**src/rtl/pipeline_control_unit_if.sv**
```systemverilog
// pipeline_control_unit_if: control bundle between MIPS datapath (master) and pipeline control unit (slave); forward selects exist only with FORWARDING_EN
interface pipeline_control_unit_if #(
  parameter int REG_ADDR_W = 5,
  parameter int ALUOP_W = 3
);
  logic [5:0] id_op;
  logic [5:0] id_funct;
  logic [REG_ADDR_W-1:0] id_rs;
  logic [REG_ADDR_W-1:0] id_rt;
  logic [REG_ADDR_W-1:0] id_rd;
  logic ex_branch_taken;
  logic pc_write;
  logic ifid_write;
  logic ifid_flush;
  logic id_jump;
  logic id_illegal;
  logic [ALUOP_W-1:0] ex_alu_op;
  logic ex_alu_src;
  logic ex_shamt_sel;
  logic ex_reg_dst;
  logic ex_branch_eq;
  logic ex_branch_ne;
  logic [REG_ADDR_W-1:0] ex_rs;
  logic [REG_ADDR_W-1:0] ex_rt;
  logic mem_mem_read;
  logic mem_mem_write;
  logic mem_reg_write;
  logic [REG_ADDR_W-1:0] mem_dst;
  logic wb_reg_write;
  logic wb_mem_to_reg;
  logic wb_link;
  logic [REG_ADDR_W-1:0] wb_dst;
`ifdef FORWARDING_EN
  logic [1:0] forward_a;
  logic [1:0] forward_b;
`endif

  modport master (
    output id_op, id_funct, id_rs, id_rt, id_rd, ex_branch_taken,
`ifdef FORWARDING_EN
    input forward_a, forward_b,
`endif
    input pc_write, ifid_write, ifid_flush, id_jump, id_illegal,
    input ex_alu_op, ex_alu_src, ex_shamt_sel, ex_reg_dst, ex_branch_eq, ex_branch_ne, ex_rs, ex_rt,
    input mem_mem_read, mem_mem_write, mem_reg_write, mem_dst,
    input wb_reg_write, wb_mem_to_reg, wb_link, wb_dst
  );

  modport slave (
    input id_op, id_funct, id_rs, id_rt, id_rd, ex_branch_taken,
`ifdef FORWARDING_EN
    output forward_a, forward_b,
`endif
    output pc_write, ifid_write, ifid_flush, id_jump, id_illegal,
    output ex_alu_op, ex_alu_src, ex_shamt_sel, ex_reg_dst, ex_branch_eq, ex_branch_ne, ex_rs, ex_rt,
    output mem_mem_read, mem_mem_write, mem_reg_write, mem_dst,
    output wb_reg_write, wb_mem_to_reg, wb_link, wb_dst
  );
endinterface

```
**src/rtl/pipeline_control_unit.sv**
```systemverilog
// pipeline_control_unit: five-stage MIPS decode, ID/EX-EX/MEM-MEM/WB control registers, stall/flush generation; FORWARDING_EN adds EX forward selects and limits stalls to load-use
module pipeline_control_unit #(
  parameter int REG_ADDR_W = 5,
  parameter int ALUOP_W = 3,
  parameter int LINK_REG = 31
) (
  input logic clk,
  input logic reset,
  pipeline_control_unit_if.slave bus
);
  localparam logic [5:0] OP_RTYPE = 6'h00;
  localparam logic [5:0] OP_J = 6'h02;
  localparam logic [5:0] OP_JAL = 6'h03;
  localparam logic [5:0] OP_BEQ = 6'h04;
  localparam logic [5:0] OP_BNE = 6'h05;
  localparam logic [5:0] OP_ADDI = 6'h08;
  localparam logic [5:0] OP_ORI = 6'h0d;
  localparam logic [5:0] OP_LUI = 6'h0f;
  localparam logic [5:0] OP_LW = 6'h23;
  localparam logic [5:0] OP_SW = 6'h2b;

  typedef logic [REG_ADDR_W-1:0] RegIdx;

  typedef struct packed {
    logic [ALUOP_W-1:0] aluOp;
    logic aluSrc;
    logic shamtSel;
    logic regDst;
    logic branchEq;
    logic branchNe;
    logic memRead;
    logic memWrite;
    logic regWrite;
    logic memToReg;
    logic link;
    RegIdx rs;
    RegIdx rt;
    RegIdx dst;
  } ExBundle;

  typedef struct packed {
    logic memRead;
    logic memWrite;
    logic regWrite;
    logic memToReg;
    logic link;
    RegIdx dst;
  } MemBundle;

  typedef struct packed {
    logic regWrite;
    logic memToReg;
    logic link;
    RegIdx dst;
  } WbBundle;

  ExBundle dec;
  ExBundle ex;
  MemBundle mem;
  WbBundle wb;
  logic decJump;
  logic decIllegal;
  logic useRs;
  logic useRt;
  logic hazard;
  logic branchFlush;
  logic stall;
  logic jumpNow;

  // ID decode: opcode/funct to control bundle, destination and operand usage
  always_comb begin
    dec = '0;
    decJump = 1'b0;
    decIllegal = 1'b0;
    useRs = 1'b0;
    useRt = 1'b0;
    case (bus.id_op)
      OP_RTYPE: begin
        dec.aluOp = ALUOP_W'(3'b111);
        dec.regDst = 1'b1;
        dec.regWrite = 1'b1;
        dec.shamtSel = bus.id_funct == 6'h00 || bus.id_funct == 6'h02;
        dec.dst = bus.id_rd;
        useRs = !dec.shamtSel;
        useRt = 1'b1;
      end
      OP_ADDI, OP_ORI, OP_LUI: begin
        dec.aluOp = ALUOP_W'(bus.id_op == OP_ADDI ? 3'b100 : bus.id_op == OP_ORI ? 3'b101 : 3'b110);
        dec.aluSrc = 1'b1;
        dec.regWrite = 1'b1;
        dec.dst = bus.id_rt;
        useRs = bus.id_op != OP_LUI;
      end
      OP_LW: begin
        dec.aluOp = ALUOP_W'(3'b100);
        dec.aluSrc = 1'b1;
        dec.memRead = 1'b1;
        dec.memToReg = 1'b1;
        dec.regWrite = 1'b1;
        dec.dst = bus.id_rt;
        useRs = 1'b1;
      end
      OP_SW: begin
        dec.aluOp = ALUOP_W'(3'b100);
        dec.aluSrc = 1'b1;
        dec.memWrite = 1'b1;
        useRs = 1'b1;
        useRt = 1'b1;
      end
      OP_BEQ, OP_BNE: begin
        dec.branchEq = bus.id_op == OP_BEQ;
        dec.branchNe = bus.id_op == OP_BNE;
        useRs = 1'b1;
        useRt = 1'b1;
      end
      OP_J: decJump = 1'b1;
      OP_JAL: begin
        decJump = 1'b1;
        dec.regWrite = 1'b1;
        dec.link = 1'b1;
        dec.dst = RegIdx'(LINK_REG);
      end
      default: decIllegal = 1'b1;
    endcase
    dec.rs = decIllegal ? '0 : bus.id_rs;
    dec.rt = decIllegal ? '0 : bus.id_rt;
    dec.regWrite = dec.regWrite && dec.dst != '0;
  end

  // Hazard detection and priority: reset > branch flush > stall > jump
  always_comb begin
`ifdef FORWARDING_EN
    hazard = ex.memRead && ex.dst != '0 &&
             ((useRs && bus.id_rs == ex.dst) || (useRt && bus.id_rt == ex.dst));
`else
    hazard = (useRs && bus.id_rs != '0 &&
              ((ex.regWrite && bus.id_rs == ex.dst) || (mem.regWrite && bus.id_rs == mem.dst))) ||
             (useRt && bus.id_rt != '0 &&
              ((ex.regWrite && bus.id_rt == ex.dst) || (mem.regWrite && bus.id_rt == mem.dst)));
`endif
    branchFlush = !reset && bus.ex_branch_taken;
    stall = !reset && !branchFlush && hazard;
    jumpNow = !reset && !branchFlush && !stall && decJump;
  end

  // Pipeline registers: ID/EX takes decode or bubble, later stages always shift
  always_ff @(posedge clk) begin
    if (reset) begin
      ex <= '0;
      mem <= '0;
      wb <= '0;
    end else begin
      ex <= (stall || branchFlush) ? '0 : dec;
      mem <= '{ex.memRead, ex.memWrite, ex.regWrite, ex.memToReg, ex.link, ex.dst};
      wb <= '{mem.regWrite, mem.memToReg, mem.link, mem.dst};
    end
  end

  assign bus.pc_write = !stall;
  assign bus.ifid_write = !stall;
  assign bus.ifid_flush = branchFlush || jumpNow;
  assign bus.id_jump = jumpNow;
  assign bus.id_illegal = decIllegal;
  assign bus.ex_alu_op = ex.aluOp;
  assign bus.ex_alu_src = ex.aluSrc;
  assign bus.ex_shamt_sel = ex.shamtSel;
  assign bus.ex_reg_dst = ex.regDst;
  assign bus.ex_branch_eq = ex.branchEq;
  assign bus.ex_branch_ne = ex.branchNe;
  assign bus.ex_rs = ex.rs;
  assign bus.ex_rt = ex.rt;
  assign bus.mem_mem_read = mem.memRead;
  assign bus.mem_mem_write = mem.memWrite;
  assign bus.mem_reg_write = mem.regWrite;
  assign bus.mem_dst = mem.dst;
  assign bus.wb_reg_write = wb.regWrite;
  assign bus.wb_mem_to_reg = wb.memToReg;
  assign bus.wb_link = wb.link;
  assign bus.wb_dst = wb.dst;

`ifdef FORWARDING_EN
  // EX operand selects: EX/MEM result beats MEM/WB result
  always_comb begin
    bus.forward_a = (mem.regWrite && mem.dst != '0 && mem.dst == ex.rs) ? 2'b10 :
                    (wb.regWrite && wb.dst != '0 && wb.dst == ex.rs) ? 2'b01 : 2'b00;
    bus.forward_b = (mem.regWrite && mem.dst != '0 && mem.dst == ex.rt) ? 2'b10 :
                    (wb.regWrite && wb.dst != '0 && wb.dst == ex.rt) ? 2'b01 : 2'b00;
  end
`endif
endmodule

```
**src/flat_wrapper.sv**
```systemverilog
// flat-port wrapper written by rule: the top's interface ports become plain ports
module pipeline_control_unit_flat 
#(
  parameter int REG_ADDR_W = 5,
  parameter int ALUOP_W = 3,
  parameter int LINK_REG = 31
)
  (clk, reset, bus_id_op, bus_id_funct, bus_id_rs, bus_id_rt, bus_id_rd, bus_ex_branch_taken, bus_pc_write, bus_ifid_write, bus_ifid_flush, bus_id_jump, bus_id_illegal, bus_ex_alu_op, bus_ex_alu_src, bus_ex_shamt_sel, bus_ex_reg_dst, bus_ex_branch_eq, bus_ex_branch_ne, bus_ex_rs, bus_ex_rt, bus_mem_mem_read, bus_mem_mem_write, bus_mem_reg_write, bus_mem_dst, bus_wb_reg_write, bus_wb_mem_to_reg, bus_wb_link, bus_wb_dst);
  pipeline_control_unit_if #(.REG_ADDR_W(REG_ADDR_W), .ALUOP_W(ALUOP_W)) bus_i ();
  input logic clk;
  input logic reset;
  input wire logic [$bits(bus_i.id_op)-1:0] bus_id_op;
  input wire logic [$bits(bus_i.id_funct)-1:0] bus_id_funct;
  input wire logic [$bits(bus_i.id_rs)-1:0] bus_id_rs;
  input wire logic [$bits(bus_i.id_rt)-1:0] bus_id_rt;
  input wire logic [$bits(bus_i.id_rd)-1:0] bus_id_rd;
  input wire logic [$bits(bus_i.ex_branch_taken)-1:0] bus_ex_branch_taken;
  output wire logic [$bits(bus_i.pc_write)-1:0] bus_pc_write;
  output wire logic [$bits(bus_i.ifid_write)-1:0] bus_ifid_write;
  output wire logic [$bits(bus_i.ifid_flush)-1:0] bus_ifid_flush;
  output wire logic [$bits(bus_i.id_jump)-1:0] bus_id_jump;
  output wire logic [$bits(bus_i.id_illegal)-1:0] bus_id_illegal;
  output wire logic [$bits(bus_i.ex_alu_op)-1:0] bus_ex_alu_op;
  output wire logic [$bits(bus_i.ex_alu_src)-1:0] bus_ex_alu_src;
  output wire logic [$bits(bus_i.ex_shamt_sel)-1:0] bus_ex_shamt_sel;
  output wire logic [$bits(bus_i.ex_reg_dst)-1:0] bus_ex_reg_dst;
  output wire logic [$bits(bus_i.ex_branch_eq)-1:0] bus_ex_branch_eq;
  output wire logic [$bits(bus_i.ex_branch_ne)-1:0] bus_ex_branch_ne;
  output wire logic [$bits(bus_i.ex_rs)-1:0] bus_ex_rs;
  output wire logic [$bits(bus_i.ex_rt)-1:0] bus_ex_rt;
  output wire logic [$bits(bus_i.mem_mem_read)-1:0] bus_mem_mem_read;
  output wire logic [$bits(bus_i.mem_mem_write)-1:0] bus_mem_mem_write;
  output wire logic [$bits(bus_i.mem_reg_write)-1:0] bus_mem_reg_write;
  output wire logic [$bits(bus_i.mem_dst)-1:0] bus_mem_dst;
  output wire logic [$bits(bus_i.wb_reg_write)-1:0] bus_wb_reg_write;
  output wire logic [$bits(bus_i.wb_mem_to_reg)-1:0] bus_wb_mem_to_reg;
  output wire logic [$bits(bus_i.wb_link)-1:0] bus_wb_link;
  output wire logic [$bits(bus_i.wb_dst)-1:0] bus_wb_dst;
  assign bus_i.id_op = bus_id_op;
  assign bus_i.id_funct = bus_id_funct;
  assign bus_i.id_rs = bus_id_rs;
  assign bus_i.id_rt = bus_id_rt;
  assign bus_i.id_rd = bus_id_rd;
  assign bus_i.ex_branch_taken = bus_ex_branch_taken;
  assign bus_pc_write = bus_i.pc_write;
  assign bus_ifid_write = bus_i.ifid_write;
  assign bus_ifid_flush = bus_i.ifid_flush;
  assign bus_id_jump = bus_i.id_jump;
  assign bus_id_illegal = bus_i.id_illegal;
  assign bus_ex_alu_op = bus_i.ex_alu_op;
  assign bus_ex_alu_src = bus_i.ex_alu_src;
  assign bus_ex_shamt_sel = bus_i.ex_shamt_sel;
  assign bus_ex_reg_dst = bus_i.ex_reg_dst;
  assign bus_ex_branch_eq = bus_i.ex_branch_eq;
  assign bus_ex_branch_ne = bus_i.ex_branch_ne;
  assign bus_ex_rs = bus_i.ex_rs;
  assign bus_ex_rt = bus_i.ex_rt;
  assign bus_mem_mem_read = bus_i.mem_mem_read;
  assign bus_mem_mem_write = bus_i.mem_mem_write;
  assign bus_mem_reg_write = bus_i.mem_reg_write;
  assign bus_mem_dst = bus_i.mem_dst;
  assign bus_wb_reg_write = bus_i.wb_reg_write;
  assign bus_wb_mem_to_reg = bus_i.wb_mem_to_reg;
  assign bus_wb_link = bus_i.wb_link;
  assign bus_wb_dst = bus_i.wb_dst;
  pipeline_control_unit #(.REG_ADDR_W(REG_ADDR_W), .ALUOP_W(ALUOP_W), .LINK_REG(LINK_REG)) u_core (.clk(clk), .reset(reset), .bus(bus_i));
endmodule
```
**config.mk**
```make
export PLATFORM = sky130hd
export DESIGN_NAME = pipeline_control_unit_flat
export DESIGN_NICKNAME = d
export VERILOG_FILES = /design/src/rtl/pipeline_control_unit_if.sv /design/src/rtl/pipeline_control_unit.sv /design/src/flat_wrapper.sv
export SDC_FILE = /design/constraint.sdc
export NUM_CORES = 1
export LEC_CHECK = 0
export CORE_MARGIN = 1
export CORE_UTILIZATION = 35
export CTS_CLUSTER_SIZE = 8
export DETAILED_ROUTE_END_ITERATION = 10
export PLACE_DENSITY_LB_ADDON = 0.1
export SETUP_SLACK_MARGIN = 0.1
export SLEW_MARGIN = 40
export SYNTH_ARGS = -nofsm -noshare
export SYNTH_HDL_FRONTEND = slang
export SYNTH_SLANG_ARGS = --single-unit
```
**constraint.sdc**
```tcl
create_clock -name clk -period 3 [get_ports clk]
set_clock_uncertainty 0.05 [all_clocks]
set_input_delay 0.6 -clock clk [delete_from_list [all_inputs] [get_ports clk]]
set_output_delay 0.6 -clock clk [all_outputs]
set_load 0.05 [all_outputs]
```
Word-level counts from Yosys, hierarchy flattened
Index checks and enable logic that the tools add are counted.

Eq/ne operators: 15. Mux-type cells: 14. Bitwise logic cells: 3. Reductions and logical operators: 43.

Operators with widths (count): 5-bit equality test (4); 6-bit by 2-bit equality test with 1-bit output (second input constant) (3); 6-bit by 4-bit equality test with 1-bit output (second input constant) (3); 5-bit one-hot mux with 3 select lines (1); 5-bit nonzero test (3); 1-bit logical AND (14); 6-bit by 3-bit equality test with 1-bit output (second input constant) (2); 6-bit equality test (second input constant) (2); 6-bit logical NOT (2); 3-bit OR reduction (4); 4-bit OR reduction (3); 10-bit OR reduction (1); 1-bit two-way mux (9); 3-bit one-hot mux with 3 select lines (1); 2-bit OR reduction (4); 1-bit logical OR (6); 6-bit by 4-bit inequality test with 1-bit output (second input constant) (1); 6-bit OR reduction (1); 5-bit OR reduction (1); 1-bit logical NOT (4); 3-bit two-way mux (1); 1-bit inverter (3); 1-bit one-hot mux with 3 select lines (1); 2-bit two-way mux (1).

Bits in registers: 44. Input port bits: 30. Output and inout port bits: 39. Logic and storage cells: 97.

Longest topological paths before layout
Gate-level depths: netlist of run 1.

Word-level depth: 12. Depth in mapped cells: 8. Mapped depth without buffers: 5.

Worst setup path after synthesis of run 1
OpenSTA, ideal clock, no wires.

Path kind: input-to-output. Start point: input bus_id_funct[3]. End point: output bus_pc_write. Data arrival time: 2.649 ns. Required time: 2.350 ns. Setup slack: -0.299 ns. Cell stages on the path: 7. Path buffers: 2. Path through: or4_1 > or3_1 > a32oi_2 > o32ai_4 > buf_6 > nand2_1 > buf_4.

Word-level cells in the longest chain between the ends: 9. Elaborated cells on any way between the ends: 10. Those cells by class: eq/ne (1); mux (1); reduce/logical (8).

RTL lines: start, declared (RTL line flat_wrapper.sv:13) `input wire logic [$bits(bus_i.id_funct)-1:0] bus_id_funct;`; 6-bit by 2-bit equality test with 1-bit output / 6-bit logical NOT (equally long branches) (RTL line pipeline_control_unit.sv:82) `dec.shamtSel = bus.id_funct == 6'h00 || bus.id_funct == 6'h02;`; 1-bit logical OR * (RTL line pipeline_control_unit.sv:82); 1-bit logical NOT * (RTL line pipeline_control_unit.sv:84) `useRs = !dec.shamtSel;`; 1-bit one-hot mux with 3 select lines * (RTL line pipeline_control_unit.sv:77) `case (bus.id_op)`; 1-bit logical AND * (2 in a row) (RTL line pipeline_control_unit.sv:136) `hazard = (useRs && bus.id_rs != '0 &&`; 1-bit logical OR * (RTL line pipeline_control_unit.sv:137) `((ex.regWrite && bus.id_rs == ex.dst) || (mem.regWrite && bus.id_rs == mem.dst))) ||`; 1-bit logical AND * (RTL line pipeline_control_unit.sv:142) `stall = !reset && !branchFlush && hazard;`; 1-bit logical NOT *; end, declared (RTL line flat_wrapper.sv:18) `output wire logic [$bits(bus_i.pc_write)-1:0] bus_pc_write;`.

Mark *: on every way between the ends. The rest lies on a longest branch, timed or not.

Worst setup path after layout of run 1
Start point: input bus_id_funct[4]. End point: output bus_ifid_write.

Word-level cells in the longest chain between the ends: 9. Elaborated cells on any way between the ends: 10. Those cells by class: eq/ne (1); mux (1); reduce/logical (8).

RTL lines: 6-bit by 2-bit equality test with 1-bit output / 6-bit logical NOT (equally long branches) (RTL line pipeline_control_unit.sv:82); 1-bit logical OR * (RTL line pipeline_control_unit.sv:82); 1-bit logical NOT * (RTL line pipeline_control_unit.sv:84); 1-bit one-hot mux with 3 select lines * (RTL line pipeline_control_unit.sv:77); 1-bit logical AND * (2 in a row) (RTL line pipeline_control_unit.sv:136); 1-bit logical OR * (RTL line pipeline_control_unit.sv:137); 1-bit logical AND * (RTL line pipeline_control_unit.sv:142); 1-bit logical NOT * (RTL line pipeline_control_unit.sv:160) `assign bus.ifid_write = !stall;`; end, declared (RTL line flat_wrapper.sv:19) `output wire logic [$bits(bus_i.ifid_write)-1:0] bus_ifid_write;`.

Marked as above.

==> results of run 1 <==
==> how the worst max path moves through the flow <==
stage / startpoint / endpoint / slack (ns) / cells after the start
6_report: bus_id_funct[4] / bus_ifid_write / 0.13 / 7
5_1_grt: bus_id_rs[4] / bus_pc_write / 0.09 / 7
4_1_cts: bus_id_rs[2] / bus_ifid_write / 0.11 / 7
3_5_place_dp: bus_id_funct[3] / bus_ifid_write / -0.20 / 7
3_3_place_gp: bus_id_funct[3] / bus_ifid_write / -0.19 / 7
2_1_floorplan: bus_id_funct[3] / bus_pc_write / 0.07 / 7
==> cells in the final DEF, fill, tap and decap left out, types with 6 or more instances in the layout <==
cell type,synthesis,routed
nand2_1,22,21
buf_4,20,27
nor2b_1,19,19
dfxtp_1,44,44
dlygate4sd2_1,0,9
nor4_1,10,7
nor3_1,8,7
clkbuf_8,0,6
nor3_2,16,17
a21oi_1,6,6
nor2_1,14,12
clkdlybuf4s50_1,0,43
xor2_1,16,15
==> worst max-delay path: cells and delay by family <==
family,cells,cell delay [ns]
buffers and inverters,2,0.23
AOI/OAI and AO/OA,2,0.43
and+or+nand+nor,3,0.95
==> metrics by stage <==
stage / setup WS, ns / hold WS [ns] / setup TNS (ns) / power, mW / instance area (um^2)
after global routing: 0.0857 / 0.420 / 0 / 1.22 / 3110
after floorplan: 0.0659 / 0.364 / 0 / 0.690 / 2150
after global placement: -0.195 / 0.375 / -0.389 / 0.783 / 2910
after detailed placement: -0.204 / 0.374 / -0.407 / 0.783 / 2910
after CTS: 0.108 / 0.400 / 0 / 1.17 / 3040
final: 0.134 / 0.398 / 0 / 1.17 / 3110
==> cell type report <==
| type | instances | area [um^2] |
|---|---|---|
| fill | 577 | 2770 |
| multi-input combinational | 150 | 1100 |
| timing repair buffer | 97 | 925 |
| sequential | 44 | 881 |
| tap | 75 | 93.8 |
| clock buffer | 7 | 86.3 |
| inverter | 4 | 15.0 |
| clock inverter | 1 | 7.51 |
==> what timing repair did <==
action	in CTS	in global routing
hold buffers	0	0
setup endpoints to repair	2	4
pin swaps	11	12
buffers inserted	2	1
gates resized for setup	36	19
==> logic make-up after synthesis <==
| group | Yosys count | synth area share, % |
|---|---|---|
| xor+xnor | 20 | 8.23 |
| compound gates | 25 | 9.70 |
| simple gates | 105 | 29.3 |
| buf+inv | 35 | 11.4 |
| flops | 44 | 41.4 |
==> where the power goes <==
part           total (mW)  switching, mW  internal (mW)
Combinational       0.184         0.0997         0.0848
Clock               0.392          0.204          0.187
Sequential          0.590        0.00240          0.588
==> routing by layer <==
layer	vias to the layer above	wire length (um)	share of wire, %
li1	911	-	-
met1	846	2240	43
met2	44	2650	51
met3	5	225	4.4
met4	0	46	0.89
met5	-	0	0
==> out/results.ini, run 1 <==
[outcome]
status = completed

[pwr]
p_per_area_nw_per_um2 = 375
vdd_drop_max_uv = 201
leakagePower_nw = 1.21

[route]
drt_iter0_markers = 41
viasPerCell = 4.78
wl_per_cell_um = 13.6
vias = 1806
drc = 0
totalWireLength_um = 5160
ant_nets = 0
first_pass_iters = 4

[setup_path]
crit_type = in2out
worst_ep_required_time_ns = 2.35
r2r-start = u_core.ex[3]
cpPeakStageDelay_ns = 0.51
critPathArrivalTime_ns = 2.22
cp_slowest_cell = or4_4
worstReg2RegEnd = u_core.bus.ex_rt[4]
r2r_slack_ns = 0.71
cp-end-kind = primary output
worstPathMaxFanout = 2
cp-start-kind = input port
rr_worst_depth = 8
cp_cell_sequence = buf_6 > or4_4 > or3_4 > a32oi_2 > o32ai_4 > nand2_8 > buf_8

[worst_hold_path]
min_to = u_core.mem[5]
whs_path_depth = 1
hp-class = reg2reg
worstHoldStart = u_core.ex[15]

[placement]
finalWeightedCongestion = 0.787
place_inst = 367
hpwl_um = 3780
portBuffers = 67

[timing]
relSlewSlack_pct = 65.6
finalSetupViolations = 0
fin_crit_sh_pct = 95.5
post-route-min-period_ns = 2.87
worst_pin_slew_ns = 0.515
fmax_ghz = 0.349
timing.final.max_slew_violations = 0
hold_violations = 0
rsz0062_at_grt = yes

[grt]
met2_usage_pct = 28.8
overflow = 0
grt_util_met1_pct = 20.1
grt_max_degree = 28
antenna_found_initial = 0
grt_pass1_wl_um = 7960
track_usage_pct = 16.5
grt.busiest_layer = met2
gr-usage-met3_pct = 3.77
grt_pass1_vias = 1671

[logic_synthesis]
seq_area_frac_synth_pct = 41.4
synth_common_cells = 44 x dfxtp_1, 22 x nand2_1, 20 x buf_4
synthArstFlopShare_pct = 0
synth_edf_count = 0
yosysWarnings = 0
synth_top_area_share_pct = 41.4
synth.most_common_cell = dfxtp_1
synthTopCellsByArea = dfxtp_1 41%, nor3_2 7.5%, buf_4 7.1%
syn_avg_cell_area_um2 = 9.30
syn-num-nets = 259
synth_cells = 229
netlist_area_um2 = 2130
ys_ff_latch = 44
synth_flop_cell = dfxtp_1
ys_types = 37
yosysTopAreaCell = dfxtp_1

[cts]
cts_sinks = 44
cts_buffers = 5
path_clk_slew_ns = 0.09
clockBufferDepth = 2
clkLatencyLatePin_ns = 0.30
htreeDepth = 2
cts_root_buf = clkbuf_8
cts_tree = yes

[finish]
largest_reg_flops = 9
top_register = u_core.ex
diodes = 0
final_nets = 332
area_growth_pct = 46.1
drive_gt1_share_pct = 27.4
fin_util_pct = 52.9
fin_cells = 378

[floorplan]
die_h_um = 80
die_x_um = 80
core_area_um2 = 5890
core.rowCount = 28
start_util_pct = 36.2
die_area_um2 = 6400
io_pins = 69

[run]
max_cap_violations = 0

No activity file was read; power rests on OpenSTA's default activity.
==> inputs of run 2 (changes only) <==
Settings changed: CAP_MARGIN from default to 25.
==> results of run 2 <==
Same layout as run 1: the final DEF is identical, and so are final timing and power.
==> inputs of run 3 (changes only) <==
Settings changed: CORE_ASPECT_RATIO from default to 0.5, SLEW_MARGIN 40 to default.
==> run 3 against run 2 <==
The run now ends with design-rule violations left. Die area is 0.30% higher. Clock-buffer cell count shrank 2. Critical path type unchanged. Highest routed layer unchanged. Sequential cell count stayed put. First-iteration DRC count rose by 44%.
==> out/results.ini, run 3 (synthesis gave the netlist of run 1 again) <==
[pwr]
p_per_area_nw_per_um2 = 431
vdd_drop_max_uv = 214
leakagePower_nw = 1.27

[floorplan]
io_pins = 69
core_area_um2 = 5660
die_h_um = 57.2
core.rowCount = 19
start_util_pct = 37.6
die_x_um = 112
die_area_um2 = 6420

[timing]
post-route-min-period_ns = 2.87
finalSetupViolations = 0
worst_pin_slew_ns = 0.503
relSlewSlack_pct = 66.3
fin_crit_sh_pct = 95.6
fmax_ghz = 0.349
timing.final.max_slew_violations = 0
rsz0062_at_grt = no
hold_violations = 0

[route]
ant_nets = 0
drc = 5
first_pass_iters = 7
viasPerCell = 4.79
drt_iter0_markers = 59
totalWireLength_um = 5350
vias = 1800
wl_per_cell_um = 14.2

[placement]
portBuffers = 67
finalWeightedCongestion = 0.797
hpwl_um = 3970
place_area_um2 = 2900

[setup_path]
worstReg2RegEnd = u_core.bus.ex_alu_op[1]
setup.worst_path.end = bus_pc_write
critPathLaunch = bus_id_rs[4]
r2r_slack_ns = 0.72
cp-end-kind = primary output
worst_ep_required_time_ns = 2.35
r2r-start = u_core.bus.mem_dst[1]
crit_type = in2out
cp-start-kind = input port
worstPathMaxFanout = 3
critPathArrivalTime_ns = 2.22
rr_worst_depth = 7

[grt]
track_usage_pct = 17.7
grt_pass1_wl_um = 8790
grt_pass1_vias = 1789
antenna_found_initial = 0
overflow = 0
grt_max_degree = 28

[outcome]
status = finished with violations
violations = design-rule violations

[worst_hold_path]
worstHoldStart = u_core.mem[5]
hp-class = reg2reg

[finish]
area_growth_pct = 53.1
fin_util_pct = 57.6
nFillCells = 520
diodes = 0
final_cell_mix = 44 x clkdlybuf4s50_1, 44 x dfxtp_1, 27 x buf_4
final_area_um2 = 3260
drive_gt1_share_pct = 28.4
final_nets = 332
largest_reg_flops = 9
top_register = u_core.ex

[cts]
htreeDepth = 2
path_clk_slew_ns = 0.06
holdBufCountCts = 0
clkLatencyLatePin_ns = 0.28
cts_root_buf = clkbuf_16
clockBufferDepth = 2
cts_tree = yes
cts_sinks = 44
cts_buffers = 5

[run]
max_cap_violations = 0

-- run 3: per-layer routing --
layer / up-vias / part of all wire (%) / global-route usage, % / wire, um
met3: 4 / 4.3 / 4.46 / 230
met5: - / 0 / 0 / 0
met4: 0 / 0.39 / 4.00 / 21
met1: 839 / 49 / 23.8 / 2600
li1: 914 / - / - / -
met2: 43 / 47 / 28.9 / 2500
-- run 3: area by class of cell --
| cell class | instances | area, um^2 | area share (%) |
|---|---|---|---|
| multi-input cells | 150 | 1160 | 35.7 |
| repair buffers | 97 | 936 | 28.7 |
| flip-flops and latches | 44 | 881 | 27.0 |
| clock buffers | 5 | 125 | 3.84 |
| well taps | 73 | 91.3 | 2.80 |
| clock inverters | 3 | 47.5 | 1.46 |
| inverters | 4 | 15.0 | 0.461 |
-- run 3: what timing repair did --
item,in CTS,in global routing
endpoints found under the setup margin,3,4
buffers inserted,4,0
gates resized for setup,44,14
pin swaps,12,8
endpoints found under the hold margin,0,0
-- run 3: metrics by stage --
step	setup slack (ns)	hold WS [ns]	total power [mW]	std cells	setup TNS (ns)
2_1_floorplan	0.0659	0.364	0.690	229	0
3_3_place_gp	-0.209	0.371	0.780	364	-0.418
3_5_place_dp	-0.248	0.377	0.782	364	-0.578
4_1_cts	0.0842	0.391	1.41	376	0
5_1_grt	0.0929	0.403	1.46	376	0
6_report	0.131	0.387	1.41	376	0
-- run 3: worst min-delay path by stage --
stage	to	slack (ns)	cells past startpoint
floorplan	u_core.bus.mem_mem_write	0.36	1
global placement	u_core.bus.wb_link	0.37	1
detailed placement	u_core.bus.wb_link	0.38	1
CTS	u_core.bus.wb_link	0.39	1
global route	u_core.bus.wb_link	0.40	1
finish	u_core.bus.wb_link	0.39	1
-- run 3: worst max-delay path, stage by stage --
cell	delay, ns
dlygate4sd2_1	0.29
xor2_1	0.19
nor4_2	0.31
a32oi_2	0.19
o32ai_4	0.39
nand2_8	0.08
buf_8	0.16
-- run 3: power breakdown --
part | total, mW | internal [mW] | switching (mW)
logic | 0.194 | 0.0889 | 0.105
clock network | 0.621 | 0.395 | 0.225
registers | 0.591 | 0.589 | 0.00274
total | 1.41 | 1.07 | 0.333
